--- config.mk ---
export PLATFORM = sky130hd
export DESIGN_NAME = enemy_hit_judge
export DESIGN_NICKNAME = d
export VERILOG_FILES = /design/src/rtl/enemy_hit_judge.sv
export SDC_FILE = /design/constraint.sdc
export NUM_CORES = 1
export LEC_CHECK = 0
export CAP_MARGIN = 40
export CORE_ASPECT_RATIO = 1.25
export CORE_MARGIN = 4
export CORE_UTILIZATION = 55
export DETAILED_ROUTE_END_ITERATION = 16
export GPL_ROUTABILITY_DRIVEN = 0
export PLACE_DENSITY_LB_ADDON = 0.05
export SLEW_MARGIN = 20
export SYNTH_ARGS = -nofsm -noshare
export SYNTH_HDL_FRONTEND = slang
export SYNTH_SLANG_ARGS = --single-unit
--- constraint.sdc ---
create_clock -name clk_vga -period 2.6 [get_ports clk_vga]
set_input_delay 0.52 -clock clk_vga [delete_from_list [all_inputs] [get_ports clk_vga]]
set_output_delay 0.52 -clock clk_vga [all_outputs]
set_load 0.05 [all_outputs]
--- src/rtl/enemy_hit_judge.sv ---
// Pixel-stream collision judge: accumulates per-slot bullet/plane hits each frame,
// settles HP at blanking and drives the per-slot disappear vector.
// Optional hit-flash output is enabled with `define HIT_FLASH_EN.
//
//   state  | meaning
//   -------+-----------------------------------------------------------
//   SCAN   | active frame, latching sticky hit/crash flags per slot
//   SETTLE | blanking, one slot per cycle: HP update, kill decision
//   HOLD   | disappear_o = kill vector for DISAPPEAR_HOLD cycles
//   WAIT   | kill cleared, waiting for the next active frame
module enemy_hit_judge #(
    parameter int MAX_ENEMY_NUM         = 10,
    parameter int MAX_ENEMY_NUM_BIT_LEN = 4,
    parameter int ENEMY_HP              = 3,
    parameter int HP_BIT_LEN            = 2,
    parameter int DISAPPEAR_HOLD        = 8
) (
    input  logic                             clk_vga,
    input  logic                             rst_n,
    input  logic                             v_sync_i,
    input  logic                             enemy_vali_i,
    input  logic [MAX_ENEMY_NUM_BIT_LEN-1:0] curr_enemy_idx_i,
    input  logic                             bullet_vali_i,
    input  logic                             plane_vali_i,
    input  logic                             trigger_i,
    input  logic [MAX_ENEMY_NUM_BIT_LEN-1:0] trigger_idx_i,
    output logic [MAX_ENEMY_NUM-1:0]         disappear_o,
    output logic                             player_hit_o,
    output logic                             flash_o
);

    localparam int HOLD_W = $clog2(DISAPPEAR_HOLD + 1);
    localparam logic [HP_BIT_LEN-1:0] HP_INIT = HP_BIT_LEN'(ENEMY_HP);
    localparam logic [MAX_ENEMY_NUM_BIT_LEN-1:0] LAST_SLOT =
        MAX_ENEMY_NUM_BIT_LEN'(MAX_ENEMY_NUM - 1);

    typedef enum logic [1:0] {
        S_SCAN   = 2'd0,
        S_SETTLE = 2'd1,
        S_HOLD   = 2'd2,
        S_WAIT   = 2'd3
    } state_t;

    state_t                           r_state;
    state_t                           w_state_nxt;
    logic                             r_vsync_d;
    logic [MAX_ENEMY_NUM_BIT_LEN-1:0] r_ptr;
    logic [HOLD_W-1:0]                r_hold_cnt;
    logic [MAX_ENEMY_NUM-1:0]         r_hit;
    logic [MAX_ENEMY_NUM-1:0]         r_crash;
    logic [MAX_ENEMY_NUM-1:0]         r_kill;
    logic [HP_BIT_LEN-1:0]            r_hp [MAX_ENEMY_NUM];
    logic                             r_crash_seen;
    logic                             r_player_hit;

    logic [MAX_ENEMY_NUM-1:0]         w_pix_sel;
    logic [MAX_ENEMY_NUM-1:0]         w_trig_sel;
    logic [MAX_ENEMY_NUM-1:0]         w_ptr_sel;
    logic                             w_fall;
    logic                             w_last;
    logic                             w_hold_done;
    logic                             w_cur_crash;

    // One-hot slot decodes; out-of-range indices decode to all zeros.
    always_comb begin
        w_pix_sel  = '0;
        w_trig_sel = '0;
        w_ptr_sel  = '0;
        for (int i = 0; i < MAX_ENEMY_NUM; i++) begin
            w_pix_sel[i]  = (curr_enemy_idx_i == MAX_ENEMY_NUM_BIT_LEN'(i));
            w_trig_sel[i] = trigger_i && (trigger_idx_i == MAX_ENEMY_NUM_BIT_LEN'(i));
            w_ptr_sel[i]  = (r_ptr == MAX_ENEMY_NUM_BIT_LEN'(i));
        end
    end

    assign w_fall      = r_vsync_d & ~v_sync_i;
    assign w_last      = (r_ptr == LAST_SLOT);
    assign w_hold_done = (r_hold_cnt == '0);
    assign w_cur_crash = |(r_crash & w_ptr_sel);

    always_ff @(posedge clk_vga) begin
        if (!rst_n) begin
            r_state <= S_SCAN;
        end else begin
            r_state <= w_state_nxt;
        end
    end

    always_comb begin
        w_state_nxt = r_state;
        case (r_state)
            S_SCAN:   if (w_fall)      w_state_nxt = S_SETTLE;
            S_SETTLE: if (w_last)      w_state_nxt = S_HOLD;
            S_HOLD:   if (w_hold_done) w_state_nxt = S_WAIT;
            S_WAIT:   if (v_sync_i)    w_state_nxt = S_SCAN;
            default:                   w_state_nxt = S_SCAN;
        endcase
    end

    always_comb begin
        disappear_o  = '0;
        player_hit_o = r_player_hit;
        if (r_state == S_HOLD) begin
            disappear_o = r_kill;
        end
    end

    always_ff @(posedge clk_vga) begin
        if (!rst_n) begin
            r_vsync_d    <= 1'b0;
            r_ptr        <= '0;
            r_hold_cnt   <= '0;
            r_hit        <= '0;
            r_crash      <= '0;
            r_kill       <= '0;
            r_crash_seen <= 1'b0;
            r_player_hit <= 1'b0;
            for (int i = 0; i < MAX_ENEMY_NUM; i++) begin
                r_hp[i] <= HP_INIT;
            end
        end else begin
            r_vsync_d    <= v_sync_i;
            r_player_hit <= 1'b0;
            case (r_state)
                S_SCAN: begin
                    for (int i = 0; i < MAX_ENEMY_NUM; i++) begin
                        if (enemy_vali_i && w_pix_sel[i]) begin
                            if (bullet_vali_i) r_hit[i]   <= 1'b1;
                            if (plane_vali_i)  r_crash[i] <= 1'b1;
                        end
                    end
                    if (w_fall) begin
                        r_ptr        <= '0;
                        r_crash_seen <= 1'b0;
                    end
                end
                S_SETTLE: begin
                    for (int i = 0; i < MAX_ENEMY_NUM; i++) begin
                        if (w_ptr_sel[i]) begin
                            if (r_crash[i]) begin
                                r_kill[i] <= 1'b1;
                                r_hp[i]   <= '0;
                            end else if (r_hit[i] && r_hp[i] > HP_BIT_LEN'(1)) begin
                                r_hp[i] <= r_hp[i] - HP_BIT_LEN'(1);
                            end else if (r_hit[i] && r_hp[i] == HP_BIT_LEN'(1)) begin
                                r_hp[i]   <= '0;
                                r_kill[i] <= 1'b1;
                            end
                            r_hit[i]   <= 1'b0;
                            r_crash[i] <= 1'b0;
                        end
                    end
                    r_crash_seen <= r_crash_seen | w_cur_crash;
                    if (w_last) begin
                        r_player_hit <= r_crash_seen | w_cur_crash;
                        r_hold_cnt   <= HOLD_W'(DISAPPEAR_HOLD - 1);
                    end else begin
                        r_ptr <= r_ptr + MAX_ENEMY_NUM_BIT_LEN'(1);
                    end
                end
                S_HOLD: begin
                    if (w_hold_done) begin
                        r_kill <= '0;
                    end else begin
                        r_hold_cnt <= r_hold_cnt - HOLD_W'(1);
                    end
                end
                default: ;
            endcase
            // Spawn is applied last so it overrides same-cycle settle/detect updates.
            for (int i = 0; i < MAX_ENEMY_NUM; i++) begin
                if (w_trig_sel[i]) begin
                    r_hp[i]    <= HP_INIT;
                    r_hit[i]   <= 1'b0;
                    r_crash[i] <= 1'b0;
                    r_kill[i]  <= 1'b0;
                end
            end
        end
    end

`ifdef HIT_FLASH_EN
    logic [MAX_ENEMY_NUM-1:0] r_flash_mask;
    logic                     r_flash;

    // Mask marks slots hit-but-surviving in the last settled frame.
    always_ff @(posedge clk_vga) begin
        if (!rst_n) begin
            r_flash_mask <= '0;
            r_flash      <= 1'b0;
        end else begin
            r_flash <= enemy_vali_i & (|(r_flash_mask & w_pix_sel));
            for (int i = 0; i < MAX_ENEMY_NUM; i++) begin
                if (r_state == S_SETTLE && w_ptr_sel[i]) begin
                    r_flash_mask[i] <= r_hit[i] &
                        ~(r_crash[i] | (r_hit[i] && r_hp[i] == HP_BIT_LEN'(1)));
                end
                if (w_trig_sel[i]) begin
                    r_flash_mask[i] <= 1'b0;
                end
            end
        end
    end

    assign flash_o = r_flash;
`else
    assign flash_o = 1'b0;
`endif

endmodule
==> reports/results.txt, run 1 <==
Slew Limit Fails = 0
1st-pass router iterations = 6
Commonest cells post-synth = nand2_1 (56), o21ai_0 (44), a21oi_1 (43), dfxtp_1 (43), inv_1 (33)
Relative slew slack = 0.506
RSZ-0062 raised after global routing = false
FF-to-FF Start = r_hold_cnt[0]
Post-synth ARST share = 0
Max-cap violations = 0
Starting Density = 0.563
Placed cells = 614
Setup CP Type = flop to output port
Post-route DRC = 0
Die span in y = 105 µm
Vias = 3,993
Fill cells = 633
Boundary pin count = 27
Vias per inst = 6.35
Yosys reg bits = 63
Clk_skew = 8.38 ps
Synthesized Nets = 534
P&R area growth vs syn = 16.1%
CTS tree = done
Grt total ovfl = 0
Worst-path clk slew = 70 ps
Leakage power = 1.91 nW
Clk buf depth = 2
Die area = 0.00899 mm²
Worst EP required = 2080 ps
IO buf count = 25
Cell Area, Synth = 0.00414 mm²
Routed Antenna Nets = 0
Fin util = 0.653
Clock Latency Late Sink = 360 ps
Switch Pwr = 1.32 mW
Total Nets Final = 567
Cell Pwr Density = 685 mW/mm²
Root Buffer = clkbuf_8
Type of origin of the critical path = flop
Peak supply drop = 0.468 mV
Ranking of synthesized cells by area = dfxtp_1 (21%), edfxtp_1 (15%), ha_1 (5.7%), o21ai_0 (5.3%), a21oi_1 (5.2%)
Initial antenna violation count = 0
Register area share after synthesis = 0.353
Final setup TNS = 0 ps
Status = finished clean
Post-CTS sizing = 0
Hold Path End = r_hit[5]
Share of cells above drive strength 1 = 0.0987
Reg2reg path depth = 6
Clock network power share = 0.219
FMAX = 421 MHz
Largest net degree at the start of global routing = 19
Post-synth cell types = 50
Worst Path Arrival = 1860 ps
Clock buffer count from CTS = 9
Hold Crit Class = flop to flop
First-pass GRT wire length = 18.5 mm
Logic pwr share = 0.389
Num rows = 35
Min-delay src = r_hit[5]
Final Hold Fails = 0
Crit end category = output port
Hold Path Depth = 2
EDFF count, synth = 20
Vias in the first global route = 3,834
WL final = 11.4 mm
DRT iter0 DRCs = 305
Synth warn = 0
Least-Margin Pin Slew = 741 ps
CTS Hold Bufs = 0
Top cell type's share of synthesized area = 0.208
Non-filler instance count after layout = 629
Total Power = 3.29 mW
Crit-path max FO = 18
Cells after Synth = 500
GRT Total Usage = 0.262
Seq pwr share = 0.393
Htree depth = 3
Clock Sinks = 63
Switching portion of total power = 0.400
Die width = 85.6 µm
Final worst-path cycle share = 0.914
Final setup violation count = 0
Core box area = 0.00736 mm²
Avg Inst Size Synth = 8.28 µm²
Drt wl/cell = 18.1 µm
Cell internal pwr = 1.97 mW
Final HPWL DP = 8.32 mm
Most common cell in the synthesized netlist = nand2_1
Prevailing post-synth register cell = dfxtp_1
Diode count = 0
R2R Setup Slk = 440 ps
Crit path time final = 2380 ps
Synth area leader = dfxtp_1
Post-CTS Setup Bufs = 0
Reg-to-reg critical path endpoint = r_state[0]
layer usage:
metal	vias to the layer above	share of wire	track usage
met1	1906	0.41	0.322
met2	149	0.48	0.433
met5	-	0	0
li1	1908	-	-
met3	30	0.072	0.0536
met4	0	0.037	0.126
critical path, cell delays in order, from the launching register on:
cell	delay (ps)
dfxtp_1	340
inv_1	90
ha_1	640
and2_1	280
buf_12	150
power groups by stage:
stage	Combinational, mW	Sequential (mW)	Clock, mW
after CTS	1.27	1.29	0.717
final	1.28	1.29	0.719
after detailed placement	1.27	1.31	0
after floorplan	0.886	1.26	0
after global routing	1.41	1.31	0.770
after global placement	1.24	1.30	0
state kept, by name, indices dropped and copies added, names as in the netlist:
| signal | cells |
|---|---|
| r_crash_seen | 1 |
| r_ptr | 4 |
| r_vsync_d | 1 |
| r_kill | 10 |
| r_crash | 10 |
| r_hp | 20 |
| r_hit | 10 |
| player_hit_o | 1 |
| r_state | 2 |
| r_hold_cnt | 4 |
layout by cell type, fill, tap and decap left out, types with 9 or more instances in the layout:
master	count
ha_1	19
clkdlybuf4s50_1	15
nand3_1	30
nor4b_1	14
o211ai_1	11
o21a_1	11
nand2_1	56
dfxtp_1	43
o21ai_0	44
buf_4	23
buf_12	9
edfxtp_1	20
nor2_1	12
a21oi_1	43
mux2i_1	17
nand3b_1	9
and2_1	11
nand2b_1	10
inv_1	33
clkbuf_8	9
layout make-up:
| class | instances | area, µm² | share of cell area |
|---|---|---|---|
| tap | 92 | 115 | 0.0240 |
| multi-input combinational | 378 | 2450 | 0.510 |
| sequential | 63 | 1460 | 0.304 |
| inverter | 34 | 128 | 0.0266 |
| timing repair buffer | 47 | 503 | 0.105 |
| clock buffer | 13 | 139 | 0.0289 |
| clock inverter | 2 | 10.0 | 0.00208 |
through the flow:
step | instance area (µm²) | hold slack [ps] | setup slack (ps)
after CTS | 4800 | 496 | 164
after global placement | 4650 | 474 | 295
after global routing | 4800 | 525 | 60.4
final | 4800 | 496 | 223
after floorplan | 4140 | 461 | 661
after detailed placement | 4650 | 483 | 242
worst max path at each step:
stage | cells after the start | to | slack, ps | start
detailed placement | 4 | r_hp[9][0] | 240 | trigger_i
floorplan | 5 | disappear_o[0] | 660 | r_state[0]
CTS | 4 | disappear_o[7] | 160 | r_state[0]
global route | 4 | disappear_o[5] | 60 | r_state[0]
finish | 4 | disappear_o[7] | 220 | r_state[0]
global placement | 5 | r_hp[9][0] | 290 | rst_n
kinds of logic after synthesis:
logic type                 after synthesis  synth area share
and+or+nand+nor                        174             0.230
muxes                                   22            0.0547
other                                    1          0.000906
adders and majority gates               19            0.0574
AOI/OAI and AO/OA                      162             0.248
buffers and inverters                   59            0.0556
DFF                                     63             0.353
No activity file was read; power rests on OpenSTA's default activity.
==> inputs of run 2 (changes only) <==
--- a/config.mk
+++ b/config.mk
@@ -9,6 +9,7 @@
 export CORE_ASPECT_RATIO = 1.25
 export CORE_MARGIN = 4
 export CORE_UTILIZATION = 55
+export CTS_BUF_LIST = sky130_fd_sc_hd__clkbuf_16
 export DETAILED_ROUTE_END_ITERATION = 16
 export GPL_ROUTABILITY_DRIVEN = 0
 export PLACE_DENSITY_LB_ADDON = 0.05
==> run 2 against run 1 <==
Clock skew barely moved; flip-flop and latch count stayed put; wire length grew 1.4%; via count grew 1.0%; largest cell class unchanged; largest power group unchanged.
==> reports/results.txt, run 2 (synthesized netlist as in run 1, its figures left out) <==
Status = finished clean (unchanged)
Type of origin of the critical path = flop (unchanged)
Hold Crit Class = flop to flop (unchanged)
Final setup TNS = 0 ps (unchanged)
Clock network power share = 0.288 (was 0.219)
Crit path time final = 2360 ps (was 2380 ps)
Logic pwr share = 0.354 (was 0.389)
Switch Pwr = 1.37 mW (was 1.32 mW)
Switching portion of total power = 0.377 (was 0.400)
WL final = 11.6 mm (was 11.4 mm)
CTS Hold Bufs = 0 (unchanged)
Setup CP Type = flop to output port (unchanged)
Max FFs per register = 20 (unchanged)
Critical path launch point = r_state[0] (unchanged)
Cell Pwr Density = 739 mW/mm² (was 685 mW/mm²)
Worst Path Arrival = 1840 ps (was 1860 ps)
Post-CTS Setup Bufs = 0 (unchanged)
Worst-path clk slew = 50 ps (was 70 ps)
Least-Margin Pin Slew = 758 ps (was 741 ps)
Final HPWL DP = 8.32 mm (unchanged)
Diode count = 0 (unchanged)
Vias = 4,034 (was 3,993)
Routed Antenna Nets = 0 (unchanged)
P&R area growth vs syn = 18.5% (was 16.1%)
CTS tree = done (unchanged)
Total Nets Final = 567 (unchanged)
Commonest cells after routing, fill and taps aside = nand2_1 (56), o21ai_0 (44), a21oi_1 (43), dfxtp_1 (43), inv_1 (37) (was nand2_1 (56), o21ai_0 (44), a21oi_1 (43), dfxtp_1 (43), inv_1 (33))
Vias in the first global route = 3,856 (was 3,834)
Slew Limit Fails = 0 (unchanged)
Num rows = 35 (unchanged)
Relative slew slack = 0.495 (was 0.506)
DP Area = 0.00465 mm² (unchanged)
Clk buf depth = 2 (unchanged)
Clock Latency Late Sink = 330 ps (was 360 ps)
IO buf count = 25 (unchanged)
Final worst-path cycle share = 0.909 (was 0.914)
FF+latch area = 0.00146 mm² (unchanged)
FMAX = 423 MHz (was 421 MHz)
RSZ-0062 raised after global routing = false (unchanged)
Largest Register = r_hp (unchanged)
Leakage power = 1.97 nW (was 1.91 nW)
Clock buffer count from CTS = 9 (unchanged)
Post-CTS sizing = 0 (unchanged)
Drt wl/cell = 18.4 µm (was 18.1 µm)
Peak supply drop = 0.433 mV (was 0.468 mV)
DRT iter0 DRCs = 302 (was 305)
Vias per inst = 6.41 (was 6.35)
Max-cap violations = 0 (unchanged)
R2R Setup Slk = 440 ps (about the same)
Core box area = 0.00736 mm² (unchanged)
Starting Density = 0.563 (unchanged)
Boundary pin count = 27 (unchanged)
Htree depth = 3 (unchanged)
Die span in y = 105 µm (unchanged)
Cell internal pwr = 2.26 mW (was 1.97 mW)
Fill cells = 622 (was 633)
1st-pass router iterations = 5 (was 6)
Root Buffer = clkbuf_16 (was clkbuf_8)
Clk_skew = 8.25 ps (was 8.38 ps)
GRT Total Usage = 0.265 (was 0.262)
Die width = 85.6 µm (unchanged)
First-pass GRT wire length = 18.8 mm (was 18.5 mm)
Reg2reg path depth = 6 (unchanged)
FF-to-FF Start = r_hold_cnt[0] (unchanged)
Post-route cell area = 0.00490 mm² (was 0.00480 mm²)
Area occupied by multi-input gates = 0.00245 mm² (unchanged)
Initial antenna violation count = 0 (unchanged)
Crit-path max FO = 18 (unchanged)
Crit path to = disappear_o[7] (unchanged)
Commonest non-fill, non-tap cell in the layout = nand2_1 (unchanged)
Min-delay src = r_kill[0] (was r_hit[5])
Reg-to-reg critical path endpoint = r_state[0] (unchanged)
Largest net degree at the start of global routing = 19 (unchanged)
Clock Sinks = 63 (unchanged)
Crit end category = output port (unchanged)
Post-route DRC = 0 (unchanged)
Die area = 0.00899 mm² (unchanged)
Final setup violation count = 0 (unchanged)
Share of cells above drive strength 1 = 0.0987 (unchanged)
Grt total ovfl = 0 (unchanged)
Worst hold margin = 494 ps (was 496 ps)
Final Hold Fails = 0 (unchanged)
Worst EP required = 2080 ps (about the same)
Seq pwr share = 0.358 (was 0.393)
## run 2: cell count changes in the layout (fill, tap and decap cells not counted)
cell,delta
clkbuf_8,-9
clkbuf_16,+9
clkbuf_1,-4
inv_1,+4
## run 2: final cells by class
cell class | count | area share
multi-input cells | 378 | 0.499
flip-flops and latches | 63 | 0.298
repair buffers | 47 | 0.103
clock buffers | 9 | 0.0459
inverters | 34 | 0.0260
well taps | 92 | 0.0235
clock inverters | 6 | 0.00510
## run 2: worst min-delay path by stage
stage                    end  slack [ps]  depth (start not counted)
4_1_cts             r_hit[5]         490                          2
2_1_floorplan       r_hit[4]         460                          2
5_1_grt        r_hold_cnt[1]         520                          1
6_report           r_kill[0]         490                          2
3_5_place_dp        r_hit[5]         480                          2
3_3_place_gp       r_kill[1]         470                          2
## run 2: worst max-delay path, cell delays in order, from the launching register on
cell,delay (ps)
dfxtp_1,340
inv_1,90
ha_1,650
and2_1,280
buf_12,150
## run 2: per-stage QoR
| stage | power (mW) | instances | setup WS [ps] | util |
|---|---|---|---|---|
| finish | 3.62 | 629 | 235 | 0.667 |
| global route | 3.82 | 629 | 97.6 | 0.667 |
| CTS | 3.61 | 629 | 192 | 0.667 |
| detailed placement | 2.58 | 614 | 242 | 0.633 |
| global placement | 2.54 | 614 | 295 | 0.633 |
| floorplan | 2.15 | 500 | 661 | - |
## run 2: power by group through the flow
stage          Clock, mW  Sequential [mW]  Combinational, mW
6_report            1.04             1.30               1.28
3_3_place_gp           0             1.30               1.24
4_1_cts             1.04             1.29               1.27
2_1_floorplan          0             1.26              0.886
5_1_grt             1.09             1.32               1.41
3_5_place_dp           0             1.31               1.27
## run 2: per-layer routing
| layer | GRT usage | wire, µm | vias up |
|---|---|---|---|
| met5 | 0 | 0 | - |
| met4 | 0.119 | 365 | 0 |
| met3 | 0.0536 | 803 | 29 |
| met2 | 0.442 | 5660 | 157 |
| met1 | 0.326 | 4730 | 1934 |
| li1 | - | - | 1914 |
